### config.mk
export PLATFORM = sky130hd
export DESIGN_NAME = mem_port_arbiter
export DESIGN_NICKNAME = d
export VERILOG_FILES = /design/src/rtl/mem_arb_pkg.sv /design/src/rtl/mem_port_arbiter_pick.sv /design/src/rtl/mem_port_arbiter.sv
export SDC_FILE = /design/constraint.sdc
export NUM_CORES = 1
export LEC_CHECK = 0
export CORE_ASPECT_RATIO = 0.5
export CORE_MARGIN = 2
export CORE_UTILIZATION = 40
export CTS_CLUSTER_DIAMETER = 100
export CTS_CLUSTER_SIZE = 14
export DETAILED_ROUTE_END_ITERATION = 8
export PLACE_DENSITY = 0.69
export SLEW_MARGIN = 5
export SYNTH_ARGS = -nofsm -noshare
export SYNTH_HDL_FRONTEND = slang
export SYNTH_SLANG_ARGS = --single-unit
export TNS_END_PERCENT = 10
### constraint.sdc
create_clock -name clk -period 8.25 [get_ports clk]
set_input_delay 2.475 -clock clk [delete_from_list [all_inputs] [get_ports clk]]
set_output_delay 2.475 -clock clk [all_outputs]
set_load 0.01 [all_outputs]
### src/rtl/mem_arb_pkg.sv
// Shared types for the byte-serial memory port arbiter: sequencer states, owner, lane helper.
package mem_arb_pkg;

   typedef enum logic [1:0] {IDLE, ISSUE, DRAIN, RESP} state_t;

   typedef enum logic {OWN_I, OWN_D} owner_t;

   // Big-endian: byte index 0 (lowest address) lands in the most significant lane.
   function automatic int unsigned byte_lane(input int unsigned width, input int unsigned idx);
      return width - 32'd8 - 32'd8 * idx;
   endfunction

endpackage

### src/rtl/mem_port_arbiter_pick.sv
// Two-requester picker: fixed D-over-I priority, or round-robin when ARB_RR_EN is defined.
// Combinational pick; the round-robin pointer only moves when the sequencer reports a served word.
module arb_pick
   import mem_arb_pkg::*;
(
   input  logic   clk,
   input  logic   rst,
   input  logic   i_vld_i,
   input  logic   d_vld_i,
   input  logic   upd_i,
   input  owner_t served_i,
   output logic   vld_o,
   output owner_t pick_o
);

   assign vld_o = i_vld_i | d_vld_i;

`ifdef ARB_RR_EN
   owner_t last_q, last_d;

   always_comb begin
      last_d = last_q;
      if (upd_i) begin
         last_d = served_i;
      end
   end

   // Reset to D so that I wins the first tie.
   always_ff @(posedge clk) begin
      if (rst) begin
         last_q <= OWN_D;
      end else begin
         last_q <= last_d;
      end
   end

   always_comb begin
      pick_o = OWN_D;
      if (i_vld_i && d_vld_i) begin
         pick_o = (last_q == OWN_D) ? OWN_I : OWN_D;
      end else if (i_vld_i) begin
         pick_o = OWN_I;
      end
   end
`else
   logic unused_rr;
   assign unused_rr = &{1'b0, clk, rst, upd_i, served_i};
   assign pick_o    = (d_vld_i || !i_vld_i) ? OWN_D : OWN_I;
`endif

endmodule

### src/rtl/mem_port_arbiter.sv
// Shares a byte-wide single-port memory between fetch (I) and load/store (D), one word per grant.
// Done arrives WIDTH/8+2 cycles after the request is sampled in IDLE; ARB_RR_EN selects round-robin ties.
module mem_port_arbiter
   import mem_arb_pkg::*;
#(
   parameter int ADDR_W = 32,
   parameter int WIDTH  = 32
) (
   input  logic              clk,
   input  logic              rst,
   input  logic              i_req,
   input  logic [ADDR_W-1:0] i_addr,
   input  logic              i_flush,
   output logic              i_done,
   output logic [WIDTH-1:0]  i_rdata,
   input  logic              d_req,
   input  logic              d_we,
   input  logic [ADDR_W-1:0] d_addr,
   input  logic [WIDTH-1:0]  d_wdata,
   output logic              d_done,
   output logic [WIDTH-1:0]  d_rdata,
   output logic [ADDR_W-1:0] mem_addr,
   output logic              mem_re,
   output logic              mem_we,
   output logic [7:0]        mem_wdata,
   input  logic [7:0]        mem_rdata
);

   localparam int N     = WIDTH / 8;
   localparam int CNT_W = (N > 1) ? $clog2(N) : 1;
   localparam logic [CNT_W-1:0] CNT_LAST = CNT_W'(N - 1);
   localparam logic [WIDTH-1:0] BYTE_MASK = WIDTH'(8'hFF);

   state_t            state_q, state_d;
   owner_t            owner_q, owner_d;
   logic [ADDR_W-1:0] base_q, base_d;
   logic              we_q, we_d;
   logic [WIDTH-1:0]  wdata_q, wdata_d;
   logic [CNT_W-1:0]  cnt_q, cnt_d;
   logic [WIDTH-1:0]  rbuf_q, rbuf_d;
   logic [WIDTH-1:0]  i_rdata_q, i_rdata_d;
   logic [WIDTH-1:0]  d_rdata_q, d_rdata_d;
   logic [WIDTH-1:0]  word;
   logic              i_kill;
   logic              pick_vld;
   owner_t            pick;
   int unsigned       lane;

   arb_pick u_pick (
      .clk      (clk),
      .rst      (rst),
      .i_vld_i  (i_req & ~i_flush),
      .d_vld_i  (d_req),
      .upd_i    (state_q == RESP),
      .served_i (owner_q),
      .vld_o    (pick_vld),
      .pick_o   (pick)
   );

   always_comb begin
      state_d   = state_q;
      owner_d   = owner_q;
      base_d    = base_q;
      we_d      = we_q;
      wdata_d   = wdata_q;
      cnt_d     = cnt_q;
      rbuf_d    = rbuf_q;
      i_rdata_d = i_rdata_q;
      d_rdata_d = d_rdata_q;
      mem_addr  = '0;
      mem_re    = 1'b0;
      mem_we    = 1'b0;
      mem_wdata = '0;
      i_done    = 1'b0;
      d_done    = 1'b0;
      lane      = 0;
      // The final byte always lands in lane 0 and is merged straight from the memory port.
      word      = (rbuf_q & ~BYTE_MASK) | WIDTH'(mem_rdata);
      i_kill    = (owner_q == OWN_I) && i_flush;

      case (state_q)
         IDLE: begin
            if (pick_vld) begin
               owner_d = pick;
               base_d  = (pick == OWN_D) ? d_addr : i_addr;
               we_d    = (pick == OWN_D) && d_we;
               wdata_d = d_wdata;
               cnt_d   = '0;
               state_d = ISSUE;
            end
         end
         ISSUE: begin
            mem_addr = base_q + ADDR_W'(cnt_q);
            if (we_q) begin
               mem_we    = 1'b1;
               mem_wdata = 8'(wdata_q >> byte_lane(WIDTH, int'(cnt_q)));
            end else begin
               mem_re = 1'b1;
               if (cnt_q != '0) begin
                  lane   = byte_lane(WIDTH, int'(cnt_q) - 1);
                  rbuf_d = (rbuf_q & ~(BYTE_MASK << lane)) | (WIDTH'(mem_rdata) << lane);
               end
            end
            cnt_d = cnt_q + 1'b1;
            if (cnt_q == CNT_LAST) begin
               state_d = DRAIN;
            end
            if (i_kill) begin
               state_d = IDLE;
            end
         end
         DRAIN: begin
            if (i_kill) begin
               state_d = IDLE;
            end else begin
               state_d = RESP;
               if (!we_q) begin
                  if (owner_q == OWN_I) begin
                     i_rdata_d = word;
                  end else begin
                     d_rdata_d = word;
                  end
               end
            end
         end
         RESP: begin
            state_d = IDLE;
            if (owner_q == OWN_D) begin
               d_done = 1'b1;
            end else begin
               i_done = !i_flush;
            end
         end
         default: state_d = IDLE;
      endcase
   end

   always_ff @(posedge clk) begin
      if (rst) begin
         state_q   <= IDLE;
         owner_q   <= OWN_D;
         base_q    <= '0;
         we_q      <= 1'b0;
         wdata_q   <= '0;
         cnt_q     <= '0;
         rbuf_q    <= '0;
         i_rdata_q <= '0;
         d_rdata_q <= '0;
      end else begin
         state_q   <= state_d;
         owner_q   <= owner_d;
         base_q    <= base_d;
         we_q      <= we_d;
         wdata_q   <= wdata_d;
         cnt_q     <= cnt_d;
         rbuf_q    <= rbuf_d;
         i_rdata_q <= i_rdata_d;
         d_rdata_q <= d_rdata_d;
      end
   end

   assign i_rdata = i_rdata_q;
   assign d_rdata = d_rdata_q;

endmodule

==> results of run 1 <==
tightest hold or removal path, cell delays in order (launching register included):
cell	delay, ns
dfxtp_1	0.31
nand2_1	0.05
a21oi_1	0.05
cell families after synthesis:
logic type | Yosys count | synth area share (%)
buf+inv | 76 | 4.28
mux | 41 | 7.27
compound gates | 198 | 16.7
simple gates | 373 | 23.8
xor+xnor | 11 | 1.37
flops | 158 | 45.1
fa+ha+maj | 8 | 1.53
area by class of cell:
type | instances | share of cell area [%]
Inverter | 7 | 0.265
Clock buffer | 17 | 4.29
Tap cell | 234 | 2.95
Sequential cell | 158 | 31.9
Timing Repair Buffer | 224 | 22.4
Clock inverter | 14 | 2.26
Multi-Input combinational cell | 631 | 36.0
path summary, 6_finish.rpt:
check,from,endpoint,slack (ns)
worst max-delay path,cnt_q[0]$_SDFFE_PP0P_,mem_addr[30],1.46
worst min-delay path,d_rdata[25]$_SDFFE_PP0P_,d_rdata[25]$_SDFFE_PP0P_,0.45
worst max register to register,cnt_q[0]$_SDFFE_PP0P_,rbuf_q[30]$_SDFFE_PP0P_,5.04
worst min register to register,d_rdata[25]$_SDFFE_PP0P_,d_rdata[25]$_SDFFE_PP0P_,0.45
flip-flops by register name (all words and copies together) (netlist names):
| signal | flops |
|---|---|
| rbuf_q | 24 |
| cnt_q | 2 |
| we_q | 1 |
| i_rdata | 32 |
| d_rdata | 32 |
| wdata_q | 32 |
| state_q | 2 |
| owner_q | 1 |
| base_q | 32 |
per-layer routing:
| layer | share of wire (%) | vias up | global-route usage, % |
|---|---|---|---|
| li1 | - | 3358 | - |
| met1 | 43 | 3201 | 27.4 |
| met2 | 50 | 203 | 38.4 |
| met3 | 5.5 | 33 | 4.41 |
| met4 | 2.0 | 0 | 8.05 |
| met5 | 0 | - | 0 |
per-stage QoR:
stage                     std cells  util [%]  worst slack (ns)  total power [uW]  hold slack (ns)
after floorplan                 865         -              2.79               959            0.433
after global placement         1254      53.7              2.00              1070            0.441
after detailed placement       1254      53.7              1.92              1070            0.448
after CTS                      1285      57.4              1.43              1930            0.457
after global routing           1285      57.4              1.18              2000            0.469
final                          1285      57.4              1.46              1920            0.453
where the power goes:
part	leakage [uW]	switching (uW)	internal, uW
Combinational	0.00177	106	113
Sequential	0.00129	41.9	794
Clock	0.000315	343	520
Total	0.00337	491	1430
placed cells by master, fill, tap and decap left out, types with 2 or more instances in the layout:
cell / synthesis / layout
nor2_1: 75 / 75
nor3_1: 5 / 5
clkbuf_16: 0 / 17
dfxtp_1: 158 / 158
nor2b_1: 5 / 4
clkdlybuf4s50_1: 0 / 216
buf_4: 0 / 8
or3_1: 7 / 7
or3_2: 2 / 2
nand4_1: 10 / 10
nand2_1: 210 / 210
inv_6: 0 / 3
inv_1: 7 / 7
a211oi_1: 32 / 32
o31ai_1: 12 / 12
a21oi_1: 120 / 120
xor2_1: 8 / 8
and4_1: 2 / 2
xnor2_1: 3 / 3
inv_8: 0 / 4
bufinv_16: 0 / 4
mux4_2: 8 / 8
o21ai_0: 6 / 6
or4_1: 15 / 15
and3_1: 14 / 14
mux2i_1: 33 / 33
a22oi_1: 22 / 22
nand3_1: 14 / 14
ha_1: 7 / 7
nand2b_1: 3 / 3
synthesized netlist by cell type, drive strengths merged, types with 6 or more instances:
cell type,instances,area share [%]
a211oi,32,3.4
a21oi,120,8.6
a22oi,22,2.4
and3,14,1.2
buf,11,0.80
clkbuf,58,3.1
dfxtp,158,45
ha,7,1.2
inv,7,0.37
mux2i,33,4.7
mux4,8,2.6
nand2,210,11
nand3,14,1.0
nand4,12,1.4
nor2,75,4.0
nor3,6,0.50
o21ai,7,0.50
o31ai,12,1.3
or3,9,0.84
or4,16,1.8
xor2,8,1.0
==> results.yml, run 1 <==
status:
  status: "finished clean"
critical_path:
  endpoint_kind: "primary output"
  ff2ff_path_depth: 6
  crit_fanout: 17
  critPathMaxStageDelay_ns: 0.91
  cpLargestDelayFamily: "simple AND/OR/NAND/NOR gates"
  crit_chain: "ha_1 > inv_1 > fa_1 > nand3b_2 > or4_4 > or4_1 > a21oi_1 > clkdlybuf4s50_1"
  slowest_stage: "dfxtp_1"
  cp.depth: 8
  worstSetupPathType: "reg -> out"
  crit_arrival_ns: 4.32
  crit_path_start_kind: "register"
  cp.required_ns: 5.78
  critPathBufInv: 2
grt:
  grt_pass1_wl_um: 33600
  grt_pass1_vias: 6793
  antenna_found_initial: 0
  globalRouteOverflowTotal: 0
  grt_max_degree: 97
  grtUsageTotal_pct: 22.2
clock_tree:
  cts-resized-gates: 0
  cts.sinks: 158
  cts_tree: "yes"
  cts_max_level: 4
  cts_made_buffers: 17
  holdBufCountCts: 0
  clockBufferDepth: 2
  cts_root_buffer: "clkbuf_16"
  clk_pin_slew_ns: 0.07
  clock_latency_ns: 0.41
  cts_setup_buffers: 0
place:
  dp_hpwl_um: 14400
  placed_area_sq_mm: 0.00927
  port_buffers: 217
  globalplace.congestion: 0.783
finish:
  fin_nets: 1157
  n_fill_cell: 1567
  area_delta_synth_final_pct: 41.4
  multi_input_area_sq_mm: 0.00357
  drive_gt1_share_pct: 5.71
  regArea_sq_mm: 0.00316
  final_area_sq_mm: 0.00992
  antenna_cells: 0
sta:
  period_needed_ns: 6.79
  period_share_pct: 82.4
  setup_viol: 0
  rsz0062_at_grt: "false"
  hold_viol: 0
  finalSetupTns_ns: 0
  slew_headroom_pct: 17.2
  drv_slew: 0
  max_freq_ghz: 0.147
  tightest_slew_ns: 1.24
  finClkSkew_ns: 0.0133
route:
  antenna_left: 0
  drc: 0
  num_vias: 6795
  viasPerCell: 5.29
  drt-initial-drc-count: 388
  wl_um: 20600
  drtPass1Iterations: 5
  wl_per_cell_um: 16.1
synth:
  syn_area_sq_mm: 0.00702
  yosysWarnings: 0
  yosysSeqAreaShare_pct: 45.1
  synthCells: 865
  synthFlopType: "dfxtp_1"
  synthArstFlopShare_pct: 0
  ys_seq_elements: 158
  mappedNetlistNets: 983
  synth_edf_count: 0
  avgSynthCellArea_sq_um: 8.11
  yosysUniqueCellTypes: 46
floorplanning:
  core_area_sq_mm: 0.0173
  dieArea_sq_mm: 0.0187
  io_pins: 218
  num_rows: 34
  fp.dieH_um: 97.7
  die_x_um: 191
  start_util_pct: 40.6
job:
  drv_cap: 0
worst_hold_path:
  hold_path_class: "reg -> reg"
  min_path_cells: 2
power_and_ir_drop:
  power_density_mw_per_mm2: 193
  ir_drop_uv: 134
  p_leak_uw: 0.00337
No activity file was read; power rests on OpenSTA's default activity.
==> run 2, diff against run 1 <==
==> constraint.sdc (replaced) <==
create_clock -name clk -period 6.9 [get_ports clk]
set_input_delay 2.07 -clock clk [delete_from_list [all_inputs] [get_ports clk]]
set_output_delay 2.07 -clock clk [all_outputs]
set_load 0.01 [all_outputs]
==> run 2 against run 1 <==
Compared with the run above: critical path depth down 1; power up 13%; clock-buffer cell count unchanged; combinational power up 21%; design area down 0.62%; routed wire length down 1.5%; hold slack better by 0.0018 ns; final cell count up 0.16%.
==> results.yml, run 2 (synthesis gave the netlist of run 1 again) <==
status:
  status: "finished clean"
critical_path:
  crit_chain: "inv_1 > fa_1 > nand3b_2 > or4_4 > or4_1 > a21oi_1 > clkdlybuf4s50_1"
  endpoint_kind: "primary output"
  worstSetupPathType: "reg -> out"
  crit_fanout: 13
  critPathMaxStageDelay_ns: 0.71
  slowest_stage: "dfxtp_1"
  crit_path_start_kind: "register"
  crit_arrival_ns: 4.08
  cp.required_ns: 4.83
clock_tree:
  clockBufferDepth: 2
  holdBufCountCts: 0
  cts_tree: "yes"
  cts-resized-gates: 0
  clk_pin_slew_ns: 0.07
  cts.sinks: 158
  cts_setup_buffers: 0
  clock_latency_ns: 0.42
  cts_made_buffers: 17
  cts_root_buffer: "clkbuf_16"
  cts_max_level: 4
power_and_ir_drop:
  p_leak_uw: 0.00333
  ir_drop_uv: 161
  power_density_mw_per_mm2: 220
sta:
  finClkSkew_ns: 0.0163
  setup_viol: 0
  finalSetupTns_ns: 0
  hold_viol: 0
  period_share_pct: 89.1
  max_freq_ghz: 0.163
  slew_headroom_pct: 18.2
  rsz0062_at_grt: "false"
  whs_ns: 0.455
  drv_slew: 0
  tightest_slew_ns: 1.23
  period_needed_ns: 6.15
grt:
  globalRouteOverflowTotal: 0
  grtUsageTotal_pct: 21.9
  antenna_found_initial: 0
  grt_pass1_wl_um: 33100
  grt_max_degree: 96
  grt_pass1_vias: 6505
finish:
  fin_nets: 1158
  final_common_cell: "clkdlybuf4s50_1"
  n_fill_cell: 1596
  layout_common_cells: "clkdlybuf4s50_1, nand2_1, dfxtp_1"
  antenna_cells: 0
  drive_gt1_share_pct: 5.89
  area_delta_synth_final_pct: 40.5
place:
  dp_hpwl_um: 14300
  globalplace.congestion: 0.805
  port_buffers: 217
route:
  wl_per_cell_um: 15.8
  drtPass1Iterations: 5
  wl_um: 20300
  num_vias: 6703
  drc: 0
  viasPerCell: 5.21
  drt-initial-drc-count: 441
  antenna_left: 0
job:
  drv_cap: 0
floorplanning:
  die_x_um: 191
  dieArea_sq_mm: 0.0187
  start_util_pct: 40.6
  num_rows: 34
  fp.dieH_um: 97.7
  core_area_sq_mm: 0.0173
  io_pins: 218
worst_hold_path:
  hold_path_class: "reg -> reg"
[run 2: where the power goes]
part	internal, uW	switching, uW
registers	949	45.9
clock network	481	427
logic	136	130
[run 2: per-stage QoR]
stage	cells	cell area [sq um]	utilization [%]	worst slack [ns]	total power (uW)
floorplan	865	7020	-	1.84	1150
global route	1287	9860	57.1	0.557	2260
detailed placement	1255	9280	53.7	1.26	1280
finish	1287	9860	57.1	0.752	2170
global placement	1255	9280	53.7	1.32	1270
CTS	1287	9860	57.1	0.799	2190
[run 2: critical path: cells and delay by family (launching register included)]
| kind | cells | cell delay (ns) |
|---|---|---|
| AO/OA/AOI/OAI | 1 | 0.17 |
| flip-flops | 1 | 0.71 |
| adder cells (fa/ha/maj) | 1 | 0.47 |
| AND/OR/NAND/NOR | 3 | 1.53 |
| buffers and inverters | 2 | 0.79 |
[run 2: layout make-up]
class	instances	area (sq um)	area share, %
Clock inverter	15	155	1.57
Tap cell	234	293	2.97
Inverter	7	26.3	0.266
Timing Repair Buffer	225	2230	22.6
Sequential cell	158	3160	32.1
Multi-Input combinational cell	631	3570	36.2
Clock buffer	17	425	4.31
[run 2: worst paths after layout]
kind / slack [ns] / depth (start not counted) / end / start
worst min register to register: 0.46 / 2 / d_rdata[25]$_SDFFE_PP0P_ / d_rdata[25]$_SDFFE_PP0P_
worst max register to register: 4.00 / 6 / rbuf_q[11]$_SDFFE_PP0P_ / cnt_q[1]$_SDFFE_PP0P_
worst max-delay path: 0.75 / 7 / mem_addr[30] / cnt_q[1]$_SDFFE_PP0P_
worst min-delay path: 0.46 / 2 / d_rdata[25]$_SDFFE_PP0P_ / d_rdata[25]$_SDFFE_PP0P_
[run 2: metal layers]
| layer | vias up | part of all wire, % | global-route usage, % |
|---|---|---|---|
| li1 | 3354 | - | - |
| met1 | 3135 | 44 | 27.8 |
| met2 | 191 | 50 | 37.6 |
| met3 | 23 | 5.4 | 4.23 |
| met4 | 0 | 1.5 | 6.92 |
| met5 | - | 0 | 0 |
==> RTL change 1 (settings of run 2) <==
Encoding of `state_t`: now one-hot (4 bits for 4 states).
--- a/src/rtl/mem_arb_pkg.sv
+++ b/src/rtl/mem_arb_pkg.sv
@@ -3,3 +3,3 @@
 
-   typedef enum logic [1:0] {IDLE, ISSUE, DRAIN, RESP} state_t;
+   typedef enum logic [3:0] {IDLE = 4'b0001, ISSUE = 4'b0010, DRAIN = 4'b0100, RESP = 4'b1000} state_t;
 
Check against the original RTL: no difference found for any inputs over 4 cycles, from zero or initial values and one cycle with rst high; so few cycles prove little.
==> RTL change 1 against run 2 <==
Synthesized area shrank 0.34%; sequential share of layout area up 0.43 points; wire length is 0.67% higher; die area shrank 0.33%; global-route usage grew 0.20 points; cell area is essentially flat; clock skew decreased by 0.0058 ns; largest cell class unchanged; setup slack better by 0.24 ns; largest power group unchanged; via count up 1.2%; total power shrank 0.14%; sequential cell count increased by 2; register-to-register slack gained 0.57 ns.
==> RTL change 1: results (changes against run 2) <==
metric;value;unit;change
WL/cell;15.9;um;+0.36%
Lkg Pwr;3.31;nW;-0.50%
CP Data Arrival Time;3.84;ns;-0.24 ns
Nets;1162;;+0.35%
most frequent cells after synthesis;210 x nand2_1, 160 x dfxtp_1, 116 x a21oi_1, 75 x nor2_1, 50 x clkbuf_1;;
mux cell area share after synthesis;0.0315;;-0.0412
CP max FO;14;;+1
GR Util met3;0.0455;;+0.00325
Max IR drop VDD;0.183;mV;+14%
P_sw;0.557;mW;-7.6%
global-route wire length before repair;33.4;mm;+0.85%
status;complete, no violations;;
GR Util met1;0.283;;+0.00567
compound-cell area share of the yosys netlist;0.179;;+0.0120
final period utilization;0.856;;-0.0352
Mean Syn Cell Area;8.06;um2;-0.68%
Final HPWL DP;14.2;mm;-0.74%
vias in the first global route;6658;;+2.4%
Yosys cell types;44;;-4.3%
initial drt markers;396;;-10%
syn_nets;986;;+0.31%
GP Congestion;0.781;;-2.9%
largest net degree at the start of global routing;105;;+9.4%
FILL cells;1589;;-0.44%
WL met2;10.1;mm;about the same
gr usage total;0.221;;+0.00203
[RTL change 1: final timing paths]
| path | startpoint | end | slack (ns) |
|---|---|---|---|
| worst max register to register | cnt_q[1] | rbuf_q[9] | 4.57 |
| worst min-delay path | wdata_q[23] | wdata_q[23] | 0.45 |
| worst max-delay path | cnt_q[1] | mem_addr[30] | 0.99 |
| worst min register to register | wdata_q[23] | wdata_q[23] | 0.45 |
[RTL change 1: area by class of cell]
| type | instances | share of cell area |
|---|---|---|
| Sequential cell | 160 | 0.325 |
| Inverter | 9 | 0.00343 |
| Clock buffer | 20 | 0.0463 |
| Multi-Input combinational cell | 628 | 0.354 |
| Timing Repair Buffer | 228 | 0.229 |
| Tap cell | 234 | 0.0297 |
| Clock inverter | 12 | 0.0124 |
[RTL change 1: cell families after synthesis]
logic type,Yosys count
AO/OA/AOI/OAI,202
XOR/XNOR,10
adder cells (fa/ha/maj),8
buffers and inverters,80
flip-flops,160
multiplexers,12
AND/OR/NAND/NOR,396
==> RTL change 2 (settings of run 2) <==
Made on the original files. Set the parameter `ADDR_W` to 64 (it was 32).
--- a/src/rtl/mem_port_arbiter.sv
+++ b/src/rtl/mem_port_arbiter.sv
@@ -5,3 +5,3 @@
 #(
-   parameter int ADDR_W = 32,
+   parameter int ADDR_W = 64,
    parameter int WIDTH  = 32
Interface: changed (resized d_addr, i_addr and mem_addr); port bits go from 218 to 314. No check against the original RTL was run, so the function may have changed too.
==> RTL change 2 against run 2 <==
Sequential cell count is 32 higher; die area is 29% higher; total power grew 20%; critical path depth increased by 1; cell area increased by 32%; setup slack gained 0.053 ns; sequential share of layout area decreased by 2.9 points; wire length rose by 38%; synthesized area increased by 30%; largest cell class unchanged.
==> RTL change 2: results (changes against run 2) <==
metric;value;unit;change
Max IR drop VDD;0.167;mV;+3.5%
CP max FO;15;;+2
syn_nets;1315;;+34%
gr usage total;0.234;;+0.0146
global-route wire length before repair;45.8;mm;+38%
Pwr Density;200;mW/mm2;-9.0%
status;complete, no violations;;
fraction of layout cells with a size suffix above 1;0.0489;;-0.00994
FILL cells;2010;;+26%
largest net degree at the start of global routing;130;;+35%
Nets;1579;;+36%
share of the yosys chip area belonging to registers;0.418;;-0.0322
GP Congestion;0.840;;+4.3%
P_sw;0.741;mW;+23%
vias in the first global route;8858;;+36%
WL final;28.1;mm;+38%
initial drt markers;709;;+61%
CP Data Arrival Time;4.02;ns;-0.06 ns
routed via count divided by cell count;5.23;;+0.40%
Post-DP Area;0.0124;mm2;+34%
Worst R2R End;rbuf_q[10];;
Final HPWL DP;20.6;mm;+44%
most frequent cells after synthesis;226 x nand2_1, 190 x dfxtp_1, 137 x nor2_1, 129 x a21oi_1, 69 x clkbuf_1;;
final hold slack;0.454;ns;-0.000984 ns
Min-Delay Endpoint;d_rdata[19];;
IO Port Bufs;313;;+44%
worst-margin pin slew;1.18;ns;-0.0433 ns
clk_skew;0.0139;ns;-0.00236 ns
==> RTL change 2: cell type report <==
| cell class | count | area (um2) | area share |
|---|---|---|---|
| clock buffer | 18 | 439 | 0.0337 |
| clock inverter | 14 | 149 | 0.0114 |
| inverter | 9 | 33.8 | 0.00260 |
| multi-input combinational | 854 | 4980 | 0.382 |
| sequential | 190 | 3800 | 0.292 |
| tap | 300 | 375 | 0.0288 |
| timing repair buffer | 325 | 3240 | 0.249 |
==> RTL change 2: worst max path at each step <==
stage               startpoint           end  slack, ns  depth (start not counted)
floorplan              i_flush        i_done       2.47                          1
global placement      cnt_q[1]  mem_addr[38]       1.34                          8
detailed placement    cnt_q[1]  mem_addr[38]       1.26                          8
CTS                   cnt_q[1]  mem_addr[38]       0.77                          8
global route          cnt_q[1]  mem_addr[44]       0.60                          8
finish                cnt_q[1]  mem_addr[38]       0.81                          8
==> RTL change 2: power by group through the flow <==
stage	Sequential, mW	Combinational, mW	Clock, mW
final	1.22	0.417	0.965
after global routing	1.23	0.456	1.03
after CTS	1.22	0.419	0.986
after detailed placement	1.25	0.417	0
after global placement	1.24	0.410	0
after floorplan	1.23	0.223	0
==> RTL change 2: critical path: cells and delay by family (launching register included) <==
family                     cells  cell delay (ns)
DFF                            1             0.72
and+or+nand+nor                4             1.53
adders and majority gates      1             0.36
AOI/OAI and AO/OA              1             0.17
buffers and inverters          2             0.82
==> RTL change 2: kinds of logic after synthesis <==
family,Yosys count,share of synthesized area
and+or+nand+nor,490,0.243
AOI/OAI and AO/OA,249,0.164
DFF,190,0.418
adders and majority gates,8,0.0118
xor gates and xnor gates,35,0.0337
muxes,72,0.0903
buffers and inverters,89,0.0384
==> RTL change 2: per-layer routing <==
| metal | GRT usage | vias up | part of all wire |
|---|---|---|---|
| met2 | 0.413 | 189 | 0.50 |
| met5 | 0 | - | 0 |
| li1 | - | 4499 | - |
| met1 | 0.290 | 4218 | 0.43 |
| met4 | 0.0644 | 0 | 0.017 |
| met3 | 0.0457 | 36 | 0.046 |
==> RTL change 2: metrics by stage <==
step	total power [mW]	std cells	worst slack, ns
final	2.61	1710	0.805
after global routing	2.72	1710	0.595
after CTS	2.63	1710	0.767
after detailed placement	1.67	1678	1.26
after global placement	1.66	1678	1.34
after floorplan	1.45	1133	2.47
